$ cat src/rtl/rpsc_annunciator.sv
// rpsc_annunciator: RPSC front-panel annunciator and card-control sequencer.
// Synchronises latched-alarm lines and panel buttons, drives lamps/horn with
// blink-until-acknowledged behaviour, records the first-out channel, and
// sequences the card reset pulse and lamp-test drive back to the FF cards.
//
// Handshake note: there is no valid/ready traffic in this block. Every output
// is a register whose value is meaningful on every cycle after reset release.
// dbg_state mirrors the sequencer state register for observation.
module rpsc_annunciator #(
    parameter int N_CH             = 8,
    parameter int BLINK_DIV        = 25_000_000,
    parameter int RST_PULSE_CYCLES = 16,
    parameter int LT_CYCLES        = 50_000_000
) (
    input  logic            clk,
    input  logic            reset,
    input  logic [N_CH-1:0] la_in,
    input  logic            ack_btn,
    input  logic            reset_btn,
    input  logic            lt_btn,
    output logic [N_CH-1:0] lamp,
    output logic            horn,
    output logic [N_CH-1:0] first_out,
    output logic            first_valid,
    output logic            card_reset,
    output logic            card_la_test,
    output logic            busy,
    output logic [1:0]      dbg_state
);

    typedef enum logic [1:0] {
        S_IDLE   = 2'd0,
        S_RST    = 2'd1,
        S_SETTLE = 2'd2,
        S_LT     = 2'd3
    } seq_state_t;

    // One shared down-the-line counter serves RST, SETTLE and LT, so it is
    // sized for the longest of the three phases.
    localparam int SEQ_MAX_A = (RST_PULSE_CYCLES > LT_CYCLES) ? RST_PULSE_CYCLES : LT_CYCLES;
    localparam int SEQ_MAX   = (SEQ_MAX_A > 3) ? SEQ_MAX_A : 3;
    localparam int SEQ_W     = $clog2(SEQ_MAX);
    localparam int BLINK_W   = $clog2(BLINK_DIV);

    localparam logic [SEQ_W-1:0]   RST_LAST    = SEQ_W'(RST_PULSE_CYCLES - 1);
    localparam logic [SEQ_W-1:0]   SETTLE_LAST = SEQ_W'(2);
    localparam logic [SEQ_W-1:0]   LT_LAST     = SEQ_W'(LT_CYCLES - 1);
    localparam logic [BLINK_W-1:0] BLINK_LAST  = BLINK_W'(BLINK_DIV - 1);

    // Button vector layout: [0] ack, [1] reset, [2] lamp test.
    logic [N_CH-1:0]    la_s1, la_s, la_d;
    logic [2:0]         btn_s1, btn_s, btn_d;
    logic [2:0]         btn_edge;

    seq_state_t         state_q, state_d;
    logic [SEQ_W-1:0]   seq_cnt_q, seq_cnt_d;
    logic [BLINK_W-1:0] blink_cnt_q, blink_cnt_d;
    logic               blink_ph_q, blink_ph_d;

    logic [N_CH-1:0]    unack_q, unack_d;
    logic [N_CH-1:0]    first_d;
    logic               first_valid_d;

    logic [N_CH-1:0]    rise, lowest_rise;
    logic               idle, ack_ev, rst_ev, lt_ev;

    logic [N_CH-1:0]    lamp_d;
    logic               horn_d, card_reset_d, card_la_test_d, busy_d;

    // Two-flop synchronisers for alarm lines and buttons, plus delayed copies
    // used for rise/edge detection.
    always_ff @(posedge clk or negedge reset) begin
        if (!reset) begin
            la_s1  <= '0;
            la_s   <= '0;
            la_d   <= '0;
            btn_s1 <= '0;
            btn_s  <= '0;
            btn_d  <= '0;
        end else begin
            la_s1  <= la_in;
            la_s   <= la_s1;
            la_d   <= la_s;
            btn_s1 <= {lt_btn, reset_btn, ack_btn};
            btn_s  <= btn_s1;
            btn_d  <= btn_s;
        end
    end

    // Event decode: button edges are only honoured in IDLE, reset beats lamp
    // test, and rises are masked while the cards settle after a reset pulse.
    always_comb begin
        btn_edge = btn_s & ~btn_d;
        idle     = (state_q == S_IDLE);
        ack_ev   = idle & btn_edge[0];
        rst_ev   = idle & btn_edge[1];
        lt_ev    = idle & btn_edge[2] & ~btn_edge[1];
        rise     = (state_q == S_SETTLE) ? '0 : (la_s & ~la_d);
        // Scan high-to-low so the last hit, the lowest index, wins.
        lowest_rise = '0;
        for (int i = N_CH - 1; i >= 0; i--) begin
            if (rise[i]) begin
                lowest_rise    = '0;
                lowest_rise[i] = 1'b1;
            end
        end
    end

    // Unacknowledged flags and first-out capture; a rise in the ack cycle
    // keeps its channel flagged.
    always_comb begin
        unack_d       = unack_q | rise;
        first_d       = first_out;
        first_valid_d = first_valid;
        if (rst_ev) begin
            unack_d = '0;
        end else if (ack_ev) begin
            unack_d = rise;
        end
        if (rst_ev) begin
            first_d       = '0;
            first_valid_d = 1'b0;
        end else if (!first_valid && (|rise)) begin
            first_d       = lowest_rise;
            first_valid_d = 1'b1;
        end
    end

    // Sequencer next-state: RST pulse, fixed 3-clock settle, lamp test.
    always_comb begin
        state_d   = state_q;
        seq_cnt_d = seq_cnt_q;
        case (state_q)
            S_IDLE: begin
                seq_cnt_d = '0;
                if (rst_ev) begin
                    state_d = S_RST;
                end else if (lt_ev) begin
                    state_d = S_LT;
                end
            end
            S_RST: begin
                if (seq_cnt_q == RST_LAST) begin
                    state_d   = S_SETTLE;
                    seq_cnt_d = '0;
                end else begin
                    seq_cnt_d = seq_cnt_q + 1'b1;
                end
            end
            S_SETTLE: begin
                if (seq_cnt_q == SETTLE_LAST) begin
                    state_d   = S_IDLE;
                    seq_cnt_d = '0;
                end else begin
                    seq_cnt_d = seq_cnt_q + 1'b1;
                end
            end
            S_LT: begin
                if (seq_cnt_q == LT_LAST) begin
                    state_d   = S_IDLE;
                    seq_cnt_d = '0;
                end else begin
                    seq_cnt_d = seq_cnt_q + 1'b1;
                end
            end
            default: begin
                state_d   = S_IDLE;
                seq_cnt_d = '0;
            end
        endcase
    end

    // Free-running blink divider; never paused by the sequencer.
    always_comb begin
        blink_cnt_d = blink_cnt_q + 1'b1;
        blink_ph_d  = blink_ph_q;
        if (blink_cnt_q == BLINK_LAST) begin
            blink_cnt_d = '0;
            blink_ph_d  = ~blink_ph_q;
        end
    end

    // Output decode from next-state values so the registered outputs line
    // up with the flags and state they describe.
    always_comb begin
        card_reset_d    = (state_d == S_RST);
        card_la_test_d  = (state_d == S_LT);
        busy_d          = (state_d != S_IDLE);
        lamp_d          = {N_CH{card_la_test_d}} |
                          (la_s & ~(unack_d & {N_CH{~blink_ph_d}}));
        horn_d          = (|unack_d) & ~card_la_test_d;
    end

    // State, flag and output registers.
    always_ff @(posedge clk or negedge reset) begin
        if (!reset) begin
            state_q      <= S_IDLE;
            seq_cnt_q    <= '0;
            blink_cnt_q  <= '0;
            blink_ph_q   <= 1'b0;
            unack_q      <= '0;
            first_out    <= '0;
            first_valid  <= 1'b0;
            lamp         <= '0;
            horn         <= 1'b0;
            card_reset   <= 1'b0;
            card_la_test <= 1'b0;
            busy         <= 1'b0;
        end else begin
            state_q      <= state_d;
            seq_cnt_q    <= seq_cnt_d;
            blink_cnt_q  <= blink_cnt_d;
            blink_ph_q   <= blink_ph_d;
            unack_q      <= unack_d;
            first_out    <= first_d;
            first_valid  <= first_valid_d;
            lamp         <= lamp_d;
            horn         <= horn_d;
            card_reset   <= card_reset_d;
            card_la_test <= card_la_test_d;
            busy         <= busy_d;
        end
    end

    assign dbg_state = state_q;

endmodule

$ cat config.mk
export PLATFORM = sky130hd
export DESIGN_NAME = rpsc_annunciator
export DESIGN_NICKNAME = d
export VERILOG_FILES = /design/src/rtl/rpsc_annunciator.sv
export SDC_FILE = /design/constraint.sdc
export NUM_CORES = 1
export LEC_CHECK = 0
export CAP_MARGIN = 20
export CORE_ASPECT_RATIO = 0.6
export CORE_UTILIZATION = 35
export DETAILED_ROUTE_END_ITERATION = 8
export PLACE_DENSITY = 0.57
export SETUP_SLACK_MARGIN = 0.02
export SLEW_MARGIN = 20
export SYNTH_ARGS = -nofsm -noshare
export SYNTH_HDL_FRONTEND = slang
export SYNTH_SLANG_ARGS = --single-unit
$ cat constraint.sdc
create_clock -name clk -period 5.3 [get_ports clk]
set_input_delay 1.06 -clock clk [delete_from_list [all_inputs] [get_ports clk]]
set_output_delay 1.06 -clock clk [all_outputs]
set_load 0.02 [all_outputs]
; Word level (Yosys, flattened, before mapping)
; Cells that the tools add are included.
[word_totals]
register_bits = 116
in_bits = 13
wordCells = 81
[op_classes]
addsub = 2
n_eq_ne = 9
n_mux = 27
bitwise = 18
n_reduce_logical = 7
[op_table]
columns = cell, n
row1 = $mux 8, 13
row2 = $pmux 26 s4, 1
row3 = $mux 26, 3
row4 = $add 26x1->26 const B, 1
row5 = $eq 26x2->1 const B, 1
row6 = $eq 26x26->1 const B, 1
row7 = $eq 26x4->1 const B, 1
row8 = $add 25x1->25 const B, 1
row9 = $eq 25x25->1 const B, 1
row10 = $mux 25, 1
row11 = $and 8x8->8, 3
row12 = $not 8->8, 2
row13 = $or 8x8->8, 2
row14 = $reduce_or 8->1, 2
row15 = $mux 2, 5
row16 = $pmux 2 s4, 1
row17 = $eq 2x2->1 const B, 3
row18 = $and 1x1->1, 5
row19 = $eq 2x1->1 const B, 2
row20 = $not 1->1, 4
row21 = $reduce_bool 2->1, 2
row22 = $and 3x3->3, 1
row23 = $mux 1, 3
row24 = $not 3->3, 1
row25 = 3 further kinds, 3

; Depth between registers and ports, before layout
; Gate-level depths: netlist of run 1.
[logic_depth]
ltp_word = 13
depth_mapped = 7

; Worst setup path after synthesis of run 1
; OpenSTA, ideal clock, no wires.
[synth_path]
kind = reg-to-reg
startpoint = register state_q[1] (netlist: dbg_state[1])
endpoint = register horn
setup_ps = 124
t_arrival_ps = 2017
required_ps = 5176
slack_ps = 3159
stages_incl_launch_ff = 8
n_path_buf = 2
synth_period_minus_slack_ps = 2141
path_cell_list = dfrtp_1 buf_6 or4b_1 buf_2 nand2_1 a41oi_1 or4_1 o31a_1
[synth_via]
elab_chain_cells = 9
[synth_rtl]
columns = item, line
row1 = start: declaration, 55  ; seq_state_t state_q, state_d;
row2 = start signal: assignment, 210  ; state_q <= state_d;
row3 = $logic_not 2->1, "94, 133"
row4 = $and 1x1->1 (2 in series), 97  ; lt_ev = idle & btn_edge[2] & ~btn_edge[1];
row5 = $mux 2, 138  ; end else if (lt_ev) begin
row6 = $mux 2, 136  ; if (rst_ev) begin
row7 = $pmux 2 s4, 133  ; case (state_q)
row8 = $eq 2x2->1, 187  ; card_la_test_d = (state_d == S_LT);
row9 = $not 1->1, 191  ; horn_d = (|unack_d) & ~card_la_test_d;
row10 = $and 1x1->1 *, 191
row11 = named net horn_d, 68  ; logic horn_d, card_reset_d, card_la_test_d, busy_d;
row12 = end signal: assignment, 218  ; horn <= horn_d;
row13 = end: declaration, 22  ; output logic horn,
; The timed path passes the listed nets; every way through them passes the cells marked *.
; A chain may end at the register's enable or synchronous reset.

; Final worst setup path of run 1
[layout_path]
startpoint = register state_q[1] (netlist: dbg_state[1])
endpoint = output dbg_state[1]
[layout_rtl]
columns = item, line
row1 = end: declaration, 28  ; output logic [1:0] dbg_state
; No word-level cell between the ends.

==> metrics.txt, run 1 <==
vias in the first global route=3,482; CP Capture Type=primary output; Critical Path AT=1.69 ns; setup TNS=0 ns; hold buffer count at CTS=0; endpoints failing hold=0; Post-Route M1 WL=6000 um; Reg-to-Reg Start=seq_cnt_q[22]$_DFF_PN0_; drc violations=0; Synth cell types=55; clk root buf=clkbuf_16; Mapped Cells=456; Resized Gates After CTS=0; most frequent cells in the layout=dfrtp_1 (116), nor2_1 (36), clkdlybuf4s50_1 (34), nand2_1 (29), xnor2_1 (26); share of cells above drive strength 1=0.138; die area=15,100 um^2; Ant. Diodes=0; I/O Pins=36; Power Total=2.99 mW; wire length on met3=343 um; fin nets=513; RSZ-0062 raised after global routing=false; grt ovf=0; Final Cycle Share=0.519; fin. max-slew vios=0; worst hold path startpoint=la_s1[2]$_DFF_PN0_; most common cell after layout, fill and taps aside=dfrtp_1; Relative slew margins=0.326; Placeable Area=14,000 um^2; Layout area overhead=21.9%; met2 WL=4320 um; CTS buffer count=17; CP startpoint=dbg_state[1]$_DFF_PN0_; actual slew at the worst max-slew pin=1.01 ns; DR WL/cell=15.3 um; LEAKAGE=2.64 nW; first-pass iteration count of the detailed router=4; Clk pin slew, worst setup/hold paths=0.05 ns; synthesized area=5100 um^2; CP delay by family, top=buffers and inverters; Yosys reg bits=116; Core Rows=33; Buf+Inv Stages, Crit Path=1; first-pass GRT wire length=18,200 um; vias post-DR=3,498; min-delay worst type=register to register; max layer used=met4; largest net degree at the start of global routing=80; CP max stage cell=clkdlybuf4s50_1; initial DRC count=205; critical path peak fanout=9; Vias per Instance=4.99; Period minus WS final=2.75 ns; slowest stage delay, CP=0.70 ns; synth warn=0; PD cells=481 nW/um^2; startpoint types=register; Reg area=2900 um^2; final wirelength=10,700 um; Filler Cell Count=1,321; Critical Path RT=4.24 ns; die height=95.5 um; register area share after synthesis=0.569; initial antenna violation count=0; Clock Latency Late Sink=0.41 ns; crit path kind=register to primary output; initial core utilization=0.366; routability cong.=0.860; ordered cell list for the critical path=clkdlybuf4s50_1; total track usage=0.160; Post-CTS Setup Inserts=0; # setup viols final=0; clk sinks=116; VDD IR-drop max=266 uV; Post-Syn Nets=473; Synth async-reset ratio=1.00; H-Tree Level Count=4; Post-DRT Antenna Nets=0; TritonCTS clock tree=built; dpl hpwl=7430 um; Max Cap Viol=0; status=complete, no violations; area of the multi-input gates=2020 um^2; post-route clock skew=0.0162 ns; main flop type after synthesis=dfrtp_1; I/O Buffers=35; EDFF count, synth=0; die width=158 um; Syn Area/Cell=11.2 um^2; FMAX=364 MHz; clock buffer depth=2
## per-layer routing
layer | global-route usage | vias up
met5 | 0 | -
met4 | 0.0494 | 0
met3 | 0.0459 | 6
met2 | 0.216 | 56
met1 | 0.243 | 1749
li1 | - | 1687
## cells in the mapped netlist (all sizes together), types with 11 or more instances
cell   count  area share
and3      11       0.013
dfrtp    116        0.57
inv       18       0.013
a21oi     15       0.015
xnor2     26       0.045
nor2      56       0.051
xor2      16       0.027
nand3     19       0.020
nand4     14       0.017
nor3      20       0.020
nand2     29       0.021
nor2b     11       0.013
## power breakdown
part / switching, mW / leakage, nW / internal [mW]
clock network: 0.404 / 0.298 / 0.789
logic: 0.406 / 0.874 / 0.290
registers: 0.0897 / 1.46 / 1.01
total: 0.900 / 2.64 / 2.09
## per-stage QoR
step           hold WS [ns]  std cells  utilization  setup WS, ns  cell area [um^2]
2_1_floorplan         0.331        456            -          3.16              5100
3_3_place_gp          0.333        669        0.401          2.70              5590
3_5_place_dp          0.336        669        0.401          2.64              5590
4_1_cts               0.347        701        0.446          2.53              6220
5_1_grt               0.355        701        0.446          2.43              6220
6_report              0.344        701        0.446          2.55              6220
## kinds of logic (layout without fill, tap and decap cells)
group | after synthesis | in the layout | share of synthesized area
AOI/OAI and AO/OA | 51 | 51 | 0.0807
buffers and inverters | 34 | 87 | 0.0351
adders and majority gates | 4 | 4 | 0.00981
and+or+nand+nor | 206 | 206 | 0.228
xor gates and xnor gates | 42 | 42 | 0.0721
muxes | 3 | 3 | 0.00589
DFF | 116 | 116 | 0.569
## worst paths after layout
check	cells past startpoint	end	slack, ns
setup / recovery	1	dbg_state[1]	2.55
hold / removal	0	la_s[2]$_DFF_PN0_	0.34
setup reg to reg	5	seq_cnt_q[19]$_DFF_PN0_	2.64
hold reg to reg	0	la_s[2]$_DFF_PN0_	0.34
max in group asynchronous	2	seq_cnt_q[25]$_DFF_PN0_	3.42
min in group asynchronous	1	blink_cnt_q[19]$_DFF_PN0_	0.82
## layout make-up
type,instances,share of cell area
Clock buffer,21,0.0772
Timing Repair Buffer,37,0.0583
Tap cell,192,0.0386
Inverter,18,0.0109
Sequential cell,116,0.467
Clock inverter,11,0.0237
Multi-Input combinational cell,306,0.325
## registers in the layout, indices dropped and copies added, names as in the netlist, 2 cells and up
register     count
btn_s            3
btn_s1           3
unack_q          8
seq_cnt_q       26
la_s             8
la_d             8
btn_d            3
dbg_state        2
lamp             8
la_s1            8
first_out        8
blink_cnt_q     25
(Power assumes the default switching activity.)
==> run 2, diff against run 1 <==
--- a/config.mk
+++ b/config.mk
@@ -9,7 +9,7 @@
 export CORE_ASPECT_RATIO = 0.6
 export CORE_UTILIZATION = 35
 export DETAILED_ROUTE_END_ITERATION = 8
-export PLACE_DENSITY = 0.57
+export PLACE_DENSITY = 0.59
 export SETUP_SLACK_MARGIN = 0.02
 export SLEW_MARGIN = 20
 export SYNTH_ARGS = -nofsm -noshare
==> constraint.sdc (replaced) <==
create_clock -name clk -period 2.46 [get_ports clk]
set_input_delay 0.492 -clock clk [delete_from_list [all_inputs] [get_ports clk]]
set_output_delay 0.492 -clock clk [all_outputs]
set_load 0.02 [all_outputs]
==> metrics.txt, run 2 (synthesis gave the netlist of run 1 again) <==
Biggest register=seq_cnt_q; vias in the first global route=3,442; actual slew at the worst max-slew pin=0.661 ns; H-Tree Level Count=4; FMAX=453 MHz; Relative slew margins=0.553; Period minus WS final=2.21 ns; clock buffer depth=2; setup TNS=0 ns; hold buffer count at CTS=0; Clk pin slew, worst setup/hold paths=0.05 ns; VDD IR-drop max=505 uV; Vias per Instance=5.01; I/O Pins=36; PD cells=1040 nW/um^2; Ant. Diodes=0; max reg flops=26; min-delay worst type=input pin to asynchronous set/reset pin; clk sinks=116; Post-CTS Setup Inserts=0; Power Internal=4.68 mW; CTS buffer count=17; Flop pwr share=0.354; first-pass GRT wire length=17,800 um; final wirelength=10,700 um; clock network power share=0.392; # setup viols final=0; Critical Path AT=2.49 ns; most common cell after layout, fill and taps aside=dfrtp_1; I/O Buffers=35; most frequent cells in the layout=dfrtp_1 (116), nor2_1 (36), clkdlybuf4s50_1 (34), nand2_1 (29), xnor2_1 (26); Clock Latency Late Sink=0.41 ns; die width=158 um; clk root buf=clkbuf_16; share of cells above drive strength 1=0.155; Critical Path RT=2.74 ns; fin nets=527; LEAKAGE=2.73 nW; initial core utilization=0.366; routability cong.=0.867; Post-DRT Antenna Nets=0; Filler Cell Count=1,325; largest net degree at the start of global routing=49; switch share=0.292; Cells after DPL=683; logic gate share of total power=0.253; fin. max-slew vios=0; initial antenna violation count=0; dpl hpwl=7760 um; crit path kind=register to register; drc violations=0; Core Rows=33; Resized Gates After CTS=0; grt ovf=0; Largest regs=seq_cnt_q (26), blink_cnt_q (25); die height=95.5 um; vias post-DR=3,584; pre-CTS WS=0.272 ns; status=complete, no violations; endpoints failing hold=0; startpoint types=register; P_sw=1.93 mW; initial DRC count=240; total track usage=0.160; final worst slack=0.252 ns; die area=15,100 um^2; Final Cycle Share=0.897; most used cell, CP=nor3_1; TritonCTS clock tree=built; Power Total=6.61 mW; Final Util=0.456; RSZ-0062 raised after global routing=false; Placeable Area=14,000 um^2; slowest stage delay, CP=0.53 ns; CP Capture Type=register; first-pass iteration count of the detailed router=5; Layout area overhead=24.7%; ordered cell list for the critical path=or4_1 -> nor3_1 -> and3_1 -> nor3_1 -> buf_4 -> o31a_1; post-route clock skew=0.00882 ns; DR WL/cell=14.9 um; critical path peak fanout=10; post-route insts no fill=715; Max Cap Viol=0; CP max stage cell=or4_1
run 2: worst max-delay path: cells and delay by family (launching register included):
family	cells	cell delay, ns
buffers and inverters	1	0.20
AND/OR/NAND/NOR	4	1.18
flip-flops	1	0.41
AO/OA/AOI/OAI	1	0.30
run 2: layer usage:
metal,part of all wire,up-vias,wire [um],GRT usage
li1,-,1716,-,-
met1,0.53,1773,5710,0.240
met2,0.40,89,4270,0.209
met3,0.059,6,630,0.0455
met4,0.0068,0,73,0.0663
met5,0,-,0,0
run 2: cell type report:
class,count,area (um^2),area share
Tap cell,192,240,0.0377
Multi-Input combinational cell,306,2020,0.317
Clock inverter,9,150,0.0236
Timing Repair Buffer,51,505,0.0794
Inverter,18,67.6,0.0106
Clock buffer,23,478,0.0751
Sequential cell,116,2900,0.456
run 2: path summary, 6_finish.rpt:
kind                                          from                        to  slack (ns)  depth (start not counted)
setup / recovery           seq_cnt_q[22]$_DFF_PN0_            horn$_DFF_PN0_        0.25                          6
hold / removal                               reset  blink_cnt_q[1]$_DFF_PN0_        0.11                          1
setup reg to reg           seq_cnt_q[22]$_DFF_PN0_            horn$_DFF_PN0_        0.25                          6
hold reg to reg                 la_s1[1]$_DFF_PN0_         la_s[1]$_DFF_PN0_        0.34                          0
max in group asynchronous                    reset   seq_cnt_q[25]$_DFF_PN0_        1.71                          2
min in group clk                la_s1[1]$_DFF_PN0_         la_s[1]$_DFF_PN0_        0.34                          0
run 2: power groups by stage:
stage	combinational, mW	sequential, mW	clock, mW
3_5_place_dp	1.68	2.37	0
2_1_floorplan	0.899	2.53	0
4_1_cts	1.68	2.34	2.65
3_3_place_gp	1.65	2.36	0
5_1_grt	1.82	2.37	2.74
6_report	1.68	2.34	2.59
run 2: per-stage QoR:
stage	hold slack, ns	instance area [um^2]
after CTS	0.130	6360
after global placement	0.332	5740
after detailed placement	0.335	5740
after floorplan	0.196	5100
final	0.112	6360
after global routing	0.160	6360
==> run 3, diff against run 2 <==
--- a/config.mk
+++ b/config.mk
@@ -7,9 +7,10 @@
 export LEC_CHECK = 0
 export CAP_MARGIN = 20
 export CORE_ASPECT_RATIO = 0.6
-export CORE_UTILIZATION = 35
+export CORE_UTILIZATION = 53
 export DETAILED_ROUTE_END_ITERATION = 8
-export PLACE_DENSITY = 0.59
+export PLACE_DENSITY = 0.81
+export REMOVE_ABC_BUFFERS = 1
 export SETUP_SLACK_MARGIN = 0.02
 export SLEW_MARGIN = 20
 export SYNTH_ARGS = -nofsm -noshare
==> metrics.txt, run 3 (synthesis gave the netlist of run 1 again) <==
setup TNS=0 ns; max reg flops=26; status=complete, no violations; die area=10,000 um^2; dpl hpwl=7490 um; die height=78 um; FMAX=435 MHz; grt ovf=0; Post-DRT Antenna Nets=0; Clk pin slew, worst setup/hold paths=0.06 ns; clk sinks=116; Power Total=6.46 mW; critical path peak fanout=9; Ant. Diodes=0; min-delay worst type=register to register; first-pass iteration count of the detailed router=5; most frequent cells in the layout=dfrtp_1 (116), nor2_1 (36), clkdlybuf4s50_1 (34), nand2_1 (29), xnor2_1 (26); drc violations=0; Relative slew margins=0.444; LEAKAGE=2.70 nW; actual slew at the worst max-slew pin=0.835 ns; Layout area overhead=22.2%; vias in the first global route=3,852; ordered cell list for the critical path=or4b_1 -> nand2_1 -> a21oi_1 -> or4_1 -> o31a_1; endpoints failing hold=0; number of cells on the worst reg-to-reg path=5; slowest stage delay, CP=0.76 ns; H-Tree Level Count=4; # setup viols final=0; worst hold path startpoint=la_s1[7]$_DFF_PN0_; Biggest register=seq_cnt_q; Worst Hold Path EP=la_s[7]$_DFF_PN0_; final wirelength=11,500 um; first-pass GRT wire length=19,500 um; Critical Path RT=2.76 ns; I/O Pins=36; worst reg-to-reg setup slack=0.16 ns; Reg-to-Reg Start=dbg_state[1]$_DFF_PN0_; Largest regs=seq_cnt_q (26), blink_cnt_q (25); most common cell after layout, fill and taps aside=dfrtp_1; post-route clock skew=0.00914 ns; Post-CTS Setup Inserts=0; die width=129 um; routability cong.=0.885; vias post-DR=3,772; CP max stage cell=or4b_1; initial core utilization=0.551; CP Capture Type=register; PD cells=1040 nW/um^2; Clock Latency Late Sink=0.41 ns; clk root buf=clkbuf_16; Final Cycle Share=0.935; clock buffer depth=2; crit path kind=register to register; VDD IR-drop max=602 uV; startpoint types=register; Max Cap Viol=0; initial antenna violation count=0; CP delay by family, top=simple AND/OR/NAND/NOR gates; DR WL/cell=17.6 um; Placeable Area=9260 um^2; largest net degree at the start of global routing=62; fin. max-slew vios=0; Period minus WS final=2.30 ns; Vias per Instance=5.79; TritonCTS clock tree=built; initial DRC count=245; fin nets=526; total track usage=0.261; reg2reg end=horn$_DFF_PN0_; I/O Buffers=35; CTS buffer count=17; share of cells above drive strength 1=0.161; RSZ-0062 raised after global routing=true; Critical Path AT=2.60 ns; Worst Hold Depth=0; Core Rows=27; Buf+Inv Stages, Crit Path=0
[run 3: area by class of cell]
type,instances,area [um^2]
inverters,18,67.6
clock buffers,19,453
multi-input cells,306,2030
repair buffers,50,488
clock inverters,13,135
well taps,130,163
flip-flops and latches,116,2900
fillers,674,3020
[run 3: what timing repair did]
action	in CTS	in global routing
resized for setup	0	2
setup endpoints to repair	0	7
hold buffers	1	0
endpoints found under the hold margin	2	0
[run 3: stage by stage]
stage	utilization	instances	hold slack [ns]	instance area (um^2)	setup WS, ns
final	0.674	652	0.346	6240	0.160
after global routing	0.674	652	0.356	6240	0.0196
after CTS	0.673	652	0.350	6230	0.156
after detailed placement	0.608	619	0.336	5630	0.165
after global placement	0.608	619	0.332	5630	0.217
after floorplan	-	440	0.196	4990	0.115
[run 3: report_power, final]
group / leakage, nW / internal, mW / switching (mW)
registers: 1.46 / 2.18 / 0.174
logic: 0.948 / 0.717 / 0.968
clock network: 0.291 / 1.47 / 0.946
[run 3: how the worst max path moves through the flow]
stage / startpoint / to / slack (ns) / depth (start not counted)
floorplan: seq_cnt_q[8]$_DFF_PN0_ / seq_cnt_q[19]$_DFF_PN0_ / 0.12 / 5
global placement: seq_cnt_q[0]$_DFF_PN0_ / lamp[5]$_DFF_PN0_ / 0.22 / 7
detailed placement: seq_cnt_q[0]$_DFF_PN0_ / lamp[3]$_DFF_PN0_ / 0.17 / 7
CTS: seq_cnt_q[0]$_DFF_PN0_ / lamp[3]$_DFF_PN0_ / 0.16 / 7
global route: blink_cnt_q[0]$_DFF_PN0_ / lamp[3]$_DFF_PN0_ / 0.02 / 6
finish: dbg_state[1]$_DFF_PN0_ / horn$_DFF_PN0_ / 0.16 / 5
[run 3: per-layer routing]
metal,vias up,global-route usage,part of all wire
met5,-,0,0
met4,0,0.109,0.017
met3,21,0.0821,0.067
met2,150,0.377,0.45
met1,1884,0.361,0.47
li1,1717,-,-
